File: src/rtl/prod_accum.sv
// prod_accum: sums LEN unsigned products into a width+GUARD bit
// accumulator with a sticky carry-out flag.
//
// Ports:
//   CLK, RST_N       clock, async active-low reset
//   START, LEN       job request and product count (taken in IDLE)
//   P, P_VALID       product stream in, P_READY high while in ACCUM
//   ACC, OVF         running/final sum and sticky overflow flag
//   R_VALID, R_READY result handshake, R_VALID high while in DONE
//   BUSY             high in ACCUM or DONE
//
// Define PROD_ACCUM_SAT_EN to saturate ACC to all-ones on overflow;
// without it ACC wraps modulo 2^AW. OVF is set either way.
module prod_accum #(
  parameter int width = 32,
  parameter int GUARD = 8
) (
  input  logic                   CLK,
  input  logic                   RST_N,
  input  logic                   START,
  input  logic [7:0]             LEN,
  input  logic [width-1:0]       P,
  input  logic                   P_VALID,
  output logic                   P_READY,
  output logic [width+GUARD-1:0] ACC,
  output logic                   R_VALID,
  input  logic                   R_READY,
  output logic                   OVF,
  output logic                   BUSY
);

  localparam int AW = width + GUARD;

  typedef enum logic [1:0] {
    IDLE,
    ACCUM,
    DONE
  } state_t;

  state_t        state, state_nxt;
  logic [7:0]    cnt;
  logic [AW-1:0] acc;
  logic          ovf;
  logic [AW:0]   sum;
  logic          carry;
  logic          take;
  logic          start_ok;

  // One extra bit on the adder captures the carry out of bit AW-1.
  assign sum   = {1'b0, acc} + {{(GUARD + 1){1'b0}}, P};
  assign carry = sum[AW];

  assign take     = (state == ACCUM) && P_VALID;
  assign start_ok = (state == IDLE) && START;

  always_comb begin
    state_nxt = state;
    unique case (state)
      IDLE: begin
        if (START)
          state_nxt = (LEN != 8'd0) ? ACCUM : DONE;
      end
      ACCUM: begin
        if (P_VALID && cnt == 8'd1)
          state_nxt = DONE;
      end
      DONE: begin
        if (R_READY)
          state_nxt = IDLE;
      end
      default: state_nxt = IDLE;
    endcase
  end

  always_ff @(posedge CLK or negedge RST_N) begin
    if (!RST_N) begin
      state <= IDLE;
      cnt   <= '0;
      acc   <= '0;
      ovf   <= 1'b0;
    end else begin
      state <= state_nxt;
      if (start_ok) begin
        cnt <= LEN;
        acc <= '0;
        ovf <= 1'b0;
      end else if (take) begin
        cnt <= cnt - 8'd1;
        ovf <= ovf | carry;
`ifdef PROD_ACCUM_SAT_EN
        // Once saturated, stay pinned for the rest of the job.
        if (carry || ovf)
          acc <= '1;
        else
          acc <= sum[AW-1:0];
`else
        acc <= sum[AW-1:0];
`endif
      end
    end
  end

  assign P_READY = (state == ACCUM);
  assign R_VALID = (state == DONE);
  assign BUSY    = (state != IDLE);
  assign ACC     = acc;
  assign OVF     = ovf;

endmodule

File: config.mk
export PLATFORM = sky130hd
export DESIGN_NAME = prod_accum
export DESIGN_NICKNAME = d
export VERILOG_FILES = /design/src/rtl/prod_accum.sv
export SDC_FILE = /design/constraint.sdc
export NUM_CORES = 1
export LEC_CHECK = 0
export ABC_AREA = 1
export BUFFER_PORTS_ARGS = -buffer_cell sky130_fd_sc_hd__clkbuf_2
export CAP_MARGIN = 5
export CORE_MARGIN = 5
export CORE_UTILIZATION = 30
export CTS_CLUSTER_SIZE = 40
export DETAILED_ROUTE_END_ITERATION = 7
export GPL_ROUTABILITY_DRIVEN = 0
export PLACE_DENSITY_LB_ADDON = 0.1
export SLEW_MARGIN = 0
export SYNTH_ARGS = -nofsm -noshare
export SYNTH_HDL_FRONTEND = slang
export SYNTH_SLANG_ARGS = --single-unit
File: constraint.sdc
create_clock -name CLK -period 2.34 [get_ports CLK]
set_input_delay 0.117 -clock CLK [delete_from_list [all_inputs] [get_ports CLK]]
set_output_delay 0.117 -clock CLK [all_outputs]
set_load 0.05 [all_outputs]
==> Word-level counts from Yosys, hierarchy flattened <==
Index checks and enable logic that the tools add are counted.
{ "word_totals": {"reg_bits": 51, "latch_bits": 0, "ram_bits": 0, "mem_bits_ro": 0, "in_bits": 45, "elab_cells": 32, "mem_count": 0} }
{ "classes": {"n_addsub": 2, "multipliers": 0, "div": 0, "order_cmp": 0, "eq_ne": 6, "n_shift": 0, "n_mux": 11, "bitwise_logic": 1, "n_reduce_logical": 8} }
{ "ops": {"columns": ["cell", "n"], "rows": [
  ["$mux 40", 2],
  ["$add 40x32->41", 1],
  ["$mux 8", 2],
  ["$eq 8x1->1 const B", 1],
  ["$mux 2", 4],
  ["$reduce_bool 8->1", 1],
  ["$sub 8x1->8 const B", 1],
  ["$pmux 2 s3", 1],
  ["$ne 2x1->1 const B", 2],
  ["$reduce_bool 2->1", 2],
  ["$logic_and 1x1->1", 3],
  ["$reduce_and 3->1", 1],
  ["$eq 2x1->1 const B", 1],
  ["$eq 2x2->1 const B", 1],
  ["$logic_not 2->1", 1],
  ["$mux 1", 2],
  ["$ne 2x2->1 const B", 1],
  ["$or 1x1->1", 1]
]} }

==> Longest topological paths before layout <==
Gate-level depths: netlist of run 1.
{ "logic_depth": {"ltp_word": 4, "ltp_mapped": 15} }

==> Worst setup path before layout of run 1 <==
OpenSTA, ideal clock, no wires.
{ "synth_timing": {"path_type": "flip-flop to flip-flop", "startpoint": "register acc[0], in the netlist ACC[0]", "endpoint": "register acc[32], in the netlist ACC[32]", "t_arrival_ns": 2.200, "t_required_ns": 2.219, "setup_slack_ns": 0.018, "stages_incl_launch_ff": 16, "synth_period_minus_slack_ns": 2.322, "cell_sequence": "dfrtp_1 > ha_1 > inv_1 > fa_1 > inv_1 > nand3_1 > nand3_1 > nand2_1 > nand2_2 > nand2_1 > nand2_2 > nand2_1 > nand2_2 > nand3_1 > nand2_1 > nor2_1"} }
{ "synth_via": {"elab_chain_cells": 3} }
{ "synth_lines": {"columns": ["element", "line", "text"], "rows": [
  ["start, declared", "42", "logic [AW-1:0] acc;"],
  ["start signal, assigned", "97", "acc <= sum[AW-1:0];"],
  ["$add 40x32->41", "50", "assign sum = {1'b0, acc} + {{(GUARD + 1){1'b0}}, P};"],
  ["$mux 40", "87", "end else if (take) begin"],
  ["$mux 40", "83", "if (start_ok) begin"]
]} }
No other way between the ends. The select of a mux whose other input is x is not followed.
A chain may end at the register's enable or synchronous reset.

==> Final worst setup path of run 1 <==
Same ends and word-level chain as after synthesis.

==> results.tsv, run 1 <==
metric	value	unit
outcome	finished clean	
root_buffer	clkbuf_16	
postSynthAreaPerCell	6.09	um2
pin_count	89	
r2r_cells	15	
yosysWarnings	0	
peakVddDrop	0.683	mV
crit_fanout	4	
hold_ws	50.1	ps
crit_required	2540	ps
crit_path_start_kind	register	
start_util	0.307	
die_y	138	um
viasPerCell	4.55	
tns	0	ps
reg2reg_slack	260	ps
syn_to_final_growth	19.8	%
worst_r2r_startpoint	ACC[0]	
cp.arrival	2290	ps
drc	0	
max_freq	480	MHz
p_leak	0.00337	uW
r2r-end	ACC[32]	
synth_enable_flop_cells	0	
hpwl	13100	um
row_count	46	
ant_nets	0	
cts_tree	built	
ys.flop_type	dfrtp_1	
clockBufferDepth	2	
drive_gt1_frac	0.175	
path_clk_slew	80	ps
min_from	LEN[7]	
drt_first_pass_iters	5	
via_count	5112	
nFillCells	1825	
tightestPinTransition	681	ps
wl_per_cell	14.3	um
syn-cell-area	0.00489	mm2
grt_pass1_vias	5107	
io_buffers	88	
h-tree-depth	2	
core	0.0159	mm2
dieArea	0.0190	mm2
rsz0062_at_grt	no	
antenna_found_initial	0	
grt_max_degree	33	
cap_violations	0	
hold_end	cnt[7]	
yosysUniqueCellTypes	41	
fp.dieW	138	um
slew_headroom	0.545	
power_density	1210	mW/mm2
postSynthCellCount	804	
setup_violations	0	
criticalPathCategory	reg2reg	
grt-ovfl-total	0	
grt_usage	0.176	
end_kind	register	
hold_viol_final	0	
grt_pass1_wl	26100	um
cts.sinks	51	
totalWireLength	16000	um
antennaDiodeCount	0	
synth-seq-cells	51	
holdPathStages	3	
synth_nets	884	
final_cell_mix	298 x nand2_1, 133 x inv_1, 88 x clkbuf_2	
final_common_cell	nand2_1	
synthArstFlopShare	1.00	
fin_nets	987	
period_share	0.891	
total_power	7090	uW
ys_seq_area_frac	0.261	
timing.clock.skew	15.5	ps
clk_latency	320	ps
post-route-min-period	2080	ps
numCtsBuffers	5	
slew_violations	0	
hold_path.class	in2reg	
drt_iter0_markers	274	
cell type report:
cell class / count / area (um2) / area share
Tap cell: 216 / 270 / 0.0461
Inverter: 139 / 522 / 0.0890
Clock buffer: 5 / 125 / 0.0213
Timing Repair Buffer: 105 / 573 / 0.0977
Multi-Input combinational cell: 605 / 3070 / 0.524
Clock inverter: 3 / 26.3 / 0.00448
Sequential cell: 51 / 1280 / 0.218
cell usage after synthesis (4+ instances only):
library cell    n  area, um2
o21ai_0        27        135
buf_2           7       35.0
nand3_1        28        140
nor3_1         11       55.1
nor2_2          6       37.5
inv_2           5       18.8
a21oi_1        42        210
xor2_1          5       43.8
inv_1         133        499
nor2_1         74        278
nand2_1       298       1120
nand3_2         8       80.1
dfrtp_1        51       1280
nand2_2        18        113
ha_1           34        425
nor2_4          4       45.0
o31ai_1         4       30.0
o21ai_1         9       45.0
o221ai_1        6       52.6
nand3b_1        8       60.1
state kept, by name (all words and copies together), names as in the netlist:
register,cells
state,2
OVF,1
cnt,8
ACC,40
worst max-delay path by stage:
stage            from      end  slack (ps)  cells past startpoint
6_report       ACC[0]  ACC[32]         260                     15
5_1_grt        ACC[0]      OVF          10                     14
3_5_place_dp   ACC[0]  ACC[32]         130                     15
2_1_floorplan  ACC[0]  ACC[32]          20                     15
4_1_cts        ACC[0]  ACC[32]         120                     15
3_3_place_gp   ACC[0]  ACC[32]         210                     15
logic make-up after synthesis:
group / Yosys count / share of synthesized area
compound gates: 101 / 0.118
xor+xnor: 6 / 0.0107
fa+ha+maj: 35 / 0.0910
buf+inv: 148 / 0.115
flops: 51 / 0.261
simple gates: 463 / 0.404
worst max-delay path, stage by stage, from the launching register on:
cell,delay (ps)
dfrtp_1,410
ha_4,170
inv_1,50
fa_1,400
inv_1,110
nand3_1,90
nand3_2,100
nand2_1,70
nand2_2,80
nand2_1,60
nand2_2,90
nand2_1,70
nand2_2,90
nand3_1,70
nand2_1,70
nor2_1,40
power by group:
group	switching (uW)	internal (uW)
registers	258	1200
logic	3400	1400
clock network	415	409
total	4080	3010
per-layer routing:
layer / GRT usage / vias up / routed length [um] / part of all wire
li1: - / 2710 / - / -
met1: 0.248 / 2283 / 7830 / 0.49
met2: 0.277 / 108 / 6980 / 0.44
met3: 0.0394 / 11 / 1030 / 0.064
met4: 0.0373 / 0 / 197 / 0.012
met5: 0 / - / 0 / 0
what timing repair did:
item	4_1_cts	5_1_grt
hold buffers	2	0
resized for setup	0	3
hold endpoints to repair	19	0
buffers inserted	0	0
setup endpoints to repair	0	5
stage by stage:
step	instances	utilization	setup slack, ps	cell area (um2)
2_1_floorplan	804	-	18.2	4890
3_3_place_gp	1114	0.356	208	5680
3_5_place_dp	1114	0.356	134	5680
4_1_cts	1124	0.367	120	5850
5_1_grt	1124	0.368	12.1	5860
6_report	1124	0.368	256	5860
Power figures use the tool's default switching activity.
==> run 2: changes to the inputs <==
==> constraint.sdc (replaced) <==
create_clock -name CLK -period 2.6 [get_ports CLK]
set_input_delay 0.13 -clock CLK [delete_from_list [all_inputs] [get_ports CLK]]
set_output_delay 0.13 -clock CLK [all_outputs]
set_load 0.05 [all_outputs]
==> run 2 against run 1 <==
Final cell count fell by 0.62%. Sequential share of layout area rose by 0.22 points. First-iteration DRC count fell by 0.36%. Hold slack improved by 13 ps. Fmax fell by 4.2%. Clock skew fell by 8.9 ps. Non-clock buffer count fell by 7. Design area fell by 0.98%. Largest power group unchanged. Core utilization fell by 0.36 points. Clock power fell by 9.8%. Highest routed layer unchanged.
==> results.tsv, run 2 (same netlist as run 1, synthesis figures left out) <==
metric	value	unit
core	0.0159	mm2
crit_buf_inv	2	
clk_latency	310	ps
antennaDiodeCount	0	
startpoint	ACC[0]	
hpwl	13000	um
hold_path.class	in2reg	
end_kind	register	
numCtsBuffers	5	
antenna_found_initial	0	
cts.sinks	51	
drt_first_pass_iters	5	
syn_to_final_growth	18.6	%
h-tree-depth	2	
crit_path_start_kind	register	
p_leak	0.00333	uW
grt_pass1_wl	25800	um
ant_nets	0	
cp.arrival	2380	ps
drive_gt1_frac	0.166	
tns	0	ps
pin_count	89	
wl_per_cell	14.3	um
dp_slack	427	ps
timing.clock.skew	6.56	ps
power_density	1090	mW/mm2
min_from	LEN[1]	
fp.dieW	138	um
grt_pass1_vias	4984	
peakVddDrop	0.483	mV
final_cell_mix	298 x nand2_1, 133 x inv_1, 88 x clkbuf_2	
viasPerCell	4.53	
clockBufferDepth	2	
crit_top_cell	nand2_1	
slowest_delay	400	ps
via_count	5065	
worstPathCellList	ha_1, inv_1, fa_1, inv_1, nand3_1, nand3_1, nand2_1, nand2_2, nand2_1, nand2_2, nand2_1, nand2_2, nand3_1, nand2_1, nor2_1	
worst_r2r_startpoint	ACC[0]	
drt_iter0_markers	273	
crit_required	2810	ps
setup_violations	0	
hold_viol_final	0	
largest_register_ffs	40	
dieArea	0.0190	mm2
start_util	0.307	
crit_fanout	4	
row_count	46	
root_buffer	clkbuf_16	
grt_usage	0.174	
cts_tree	built	
totalWireLength	16000	um
period_share	0.837	
cp_top_family	simple AND/OR/NAND/NOR gates	
grt_max_degree	28	
tightestPinTransition	808	ps
post-route-min-period	2180	ps
path_clk_slew	80	ps
outcome	finished clean	
cp_slowest_cell	fa_1	
drc	0	
grt-ovfl-total	0	
slew_headroom	0.462	
fin_nets	980	
die_y	138	um
criticalPathCategory	reg2reg	
final_common_cell	nand2_1	
rsz0062_at_grt	no	
cts_setup_buffers	0	
io_buffers	88	
slew_violations	0	
max_freq	459	MHz
cap_violations	0	
setup_slack	424	ps
[run 2: changes by cell type in the layout (fill, tap and decap cells not counted)]
cell / before / now
buf_12: 0 / 1
buf_4: 15 / 7
clkinv_4: 1 / 0
ha_1: 33 / 34
ha_4: 1 / 0
inv_6: 2 / 3
nand3_1: 27 / 28
nand3_2: 9 / 8
[run 2: area by class of cell]
| cell class | instances | area [um2] |
|---|---|---|
| sequential | 51 | 1280 |
| inverter | 139 | 522 |
| multi-input combinational | 605 | 3050 |
| fill | 1825 | 10100 |
| tap | 216 | 270 |
| timing repair buffer | 98 | 533 |
| clock buffer | 5 | 125 |
| clock inverter | 3 | 26.3 |
[run 2: worst reg2reg max path, stage by stage (launching register included)]
cell and delay, ps:
dfrtp_1 380, ha_1 260, inv_1 80, fa_1 400, inv_1 110, nand3_1 70
nand3_1 140, nand2_1 80, nand2_2 90, nand2_1 70, nand2_2 90, nand2_1 60
nand2_2 90, nand3_1 60, nand2_1 70, nor2_1 40
[run 2: through the flow]
step / instances / hold slack [ps] / instance area (um2) / power [uW] / util
CTS: 1117 / 48.4 / 5810 / 6410 / 0.364
finish: 1117 / 62.8 / 5810 / 6330 / 0.364
detailed placement: 1107 / 274 / 5640 / 5620 / 0.353
global route: 1117 / 74.2 / 5810 / 6940 / 0.364
global placement: 1107 / 270 / 5640 / 5650 / 0.353
floorplan: 804 / -166 / 4890 / 4460 / -
[run 2: per-layer routing]
layer | GRT usage | part of all wire | vias up
li1 | - | - | 2703
met1 | 0.246 | 0.49 | 2245
met2 | 0.273 | 0.44 | 100
met3 | 0.0343 | 0.056 | 17
met4 | 0.0450 | 0.015 | 0
met5 | 0 | 0 | -
[run 2: final timing paths]
check | endpoint | slack, ps | cells after the start
worst max-delay path | ACC[32] | 420 | 15
worst min-delay path | cnt[1] | 60 | 3
worst max register to register | ACC[32] | 420 | 15
worst min register to register | ACC[9] | 510 | 2
max in group asynchronous | cnt[6] | 1440 | 3
min in group asynchronous | ACC[10] | 450 | 2
[run 2: power by group]
group	switching, uW	leakage, uW	total (uW)	internal [uW]
sequential	250	0.000661	1330	1080
clock	373	0.0000752	743	370
combinational	3030	0.00260	4260	1230
total	3650	0.00333	6330	2680
[run 2: timing repair]
item / 4_1_cts / 5_1_grt
hold endpoints to repair: 26 / 0
hold buffers: 2 / 0
gates resized for setup: 0 / 0
==> run 3: changes to the inputs <==
==> constraint.sdc (replaced) <==
create_clock -name CLK -period 2.1 [get_ports CLK]
set_input_delay 0.105 -clock CLK [delete_from_list [all_inputs] [get_ports CLK]]
set_output_delay 0.105 -clock CLK [all_outputs]
set_load 0.05 [all_outputs]
==> run 3 against run 2 <==
Core utilization rose by 3.2 points. Worst setup slack worse by 270 ps. Clock power grew 17%. Routed wire length rose by 1.4%. Hold slack got worse by 28 ps. Non-clock buffer count grew 41. Highest routed layer unchanged. Critical endpoint is now ACC[31]. Global-route usage shrank 0.12 points. Largest cell class unchanged. Fmax grew 12%. Register-to-register slack worse by 270 ps. Final cell count is 3.7% higher.
==> results.tsv, run 3 (same netlist as run 1, synthesis figures left out) <==
metric	value	unit
grt_pass1_wl	25400	um
largest_register_ffs	40	
grt_usage	0.173	
worst_r2r_startpoint	ACC[22]	
outcome	finished clean	
syn_to_final_growth	28.9	%
slew_violations	0	
cts.sinks	51	
tightestPinTransition	676	ps
drive_gt1_frac	0.234	
grt_max_degree	24	
fp.dieW	138	um
final_common_cell	nand2_1	
slew_headroom	0.550	
h-tree-depth	2	
io_buffers	88	
cp.arrival	2150	ps
antennaDiodeCount	0	
period_share	0.927	
end_kind	register	
ant_nets	0	
fin_cells	1158	
post-route-min-period	1950	ps
p_leak	0.00354	uW
clockBufferDepth	2	
final_cell_mix	293 x nand2_1, 132 x inv_1, 88 x clkbuf_2	
cts_tree	built	
wl_per_cell	14.0	um
min_from	LEN[1]	
placed_cells	1139	
cap_violations	0	
via_count	5229	
root_buffer	clkbuf_16	
hpwl	13400	um
drc	0	
setup_violations	0	
drt_first_pass_iters	5	
fin_util	0.396	
fin_nets	1021	
total_power	8460	uW
clk_latency	310	ps
startpoint	ACC[22]	
core	0.0159	mm2
crit_required	2310	ps
pin_count	89	
crit_fanout	5	
dieArea	0.0190	mm2
viasPerCell	4.52	
crit_path_start_kind	register	
hold_path.class	in2reg	
numCtsBuffers	5	
die_y	138	um
power_density	1340	mW/mm2
row_count	46	
grt-ovfl-total	0	
hold_viol_final	0	
rsz0062_at_grt	yes	
drt_iter0_markers	309	
grt_pass1_vias	5049	
max_freq	514	MHz
timing.clock.skew	6.39	ps
peakVddDrop	0.594	mV
antenna_found_initial	0	
start_util	0.307	
path_clk_slew	80	ps
totalWireLength	16200	um
criticalPathCategory	reg2reg	
[run 3: cell types whose count changed in the layout (fill, tap and decap cells not counted), moves of 4 or more]
cell / change
ha_1: -12
ha_4: +10
nor2_1: -4
nand2_1: -5
buf_4: +40
nor2_2: +4
[run 3: layout make-up]
cell class / instances / area [um2]
fillers: 1773 / 9630
multi-input cells: 605 / 3250
flip-flops and latches: 51 / 1280
repair buffers: 139 / 853
inverters: 139 / 522
well taps: 216 / 270
clock buffers: 6 / 129
clock inverters: 2 / 12.5
[run 3: path summary, 6_finish.rpt]
kind	to	slack, ps	cells after the start
max in group asynchronous	ACC[28]	1070	3
setup / recovery	ACC[31]	150	12
min in group asynchronous	ACC[10]	370	2
hold / removal	cnt[1]	40	3
hold reg to reg	ACC[31]	520	2
setup reg to reg	ACC[31]	150	12
[run 3: critical path, cell delays in order, from the launching register on]
cell and delay [ps]:
dfrtp_1 410, ha_1 390, nand2_1 100, nor2_1 200, nand2_1 110, nor2_1 90, nand2_1 70, nand3_2 140
nand2_1 100, nand2_1 70, nand2_1 40, nand3_1 60, nand2_1 50
[run 3: metal layers]
| layer | GRT usage | vias to the layer above | wire [um] |
|---|---|---|---|
| met1 | 0.246 | 2330 | 8220 |
| met2 | 0.267 | 101 | 6870 |
| met4 | 0.0467 | 0 | 280 |
| li1 | - | 2779 | - |
| met3 | 0.0351 | 19 | 844 |
| met5 | 0 | - | 0 |
[run 3: power breakdown]
| part | internal (uW) | leakage [uW] | switching [uW] |
|---|---|---|---|
| sequential | 1340 | 0.000658 | 289 |
| clock | 443 | 0.0000669 | 424 |
| combinational | 2000 | 0.00282 | 3960 |
| total | 3790 | 0.00354 | 4670 |
[run 3: timing repair]
item	in CTS	in global routing
endpoints found under the setup margin	0	22
hold buffers	2	0
buffers inserted	0	9
resized for setup	0	36
endpoints found under the hold margin	18	0
[run 3: stage by stage]
stage                     setup TNS (ps)  hold WS, ps  cell area (um2)  worst slack [ps]
after floorplan                        0         -191             4910              9.79
after global placement                 0          181             5910              61.9
after detailed placement               0          187             5910              39.0
after CTS                              0         26.8             6070              1.26
after global routing               -80.9         44.3             6310             -28.6
final                                  0         35.1             6310               154
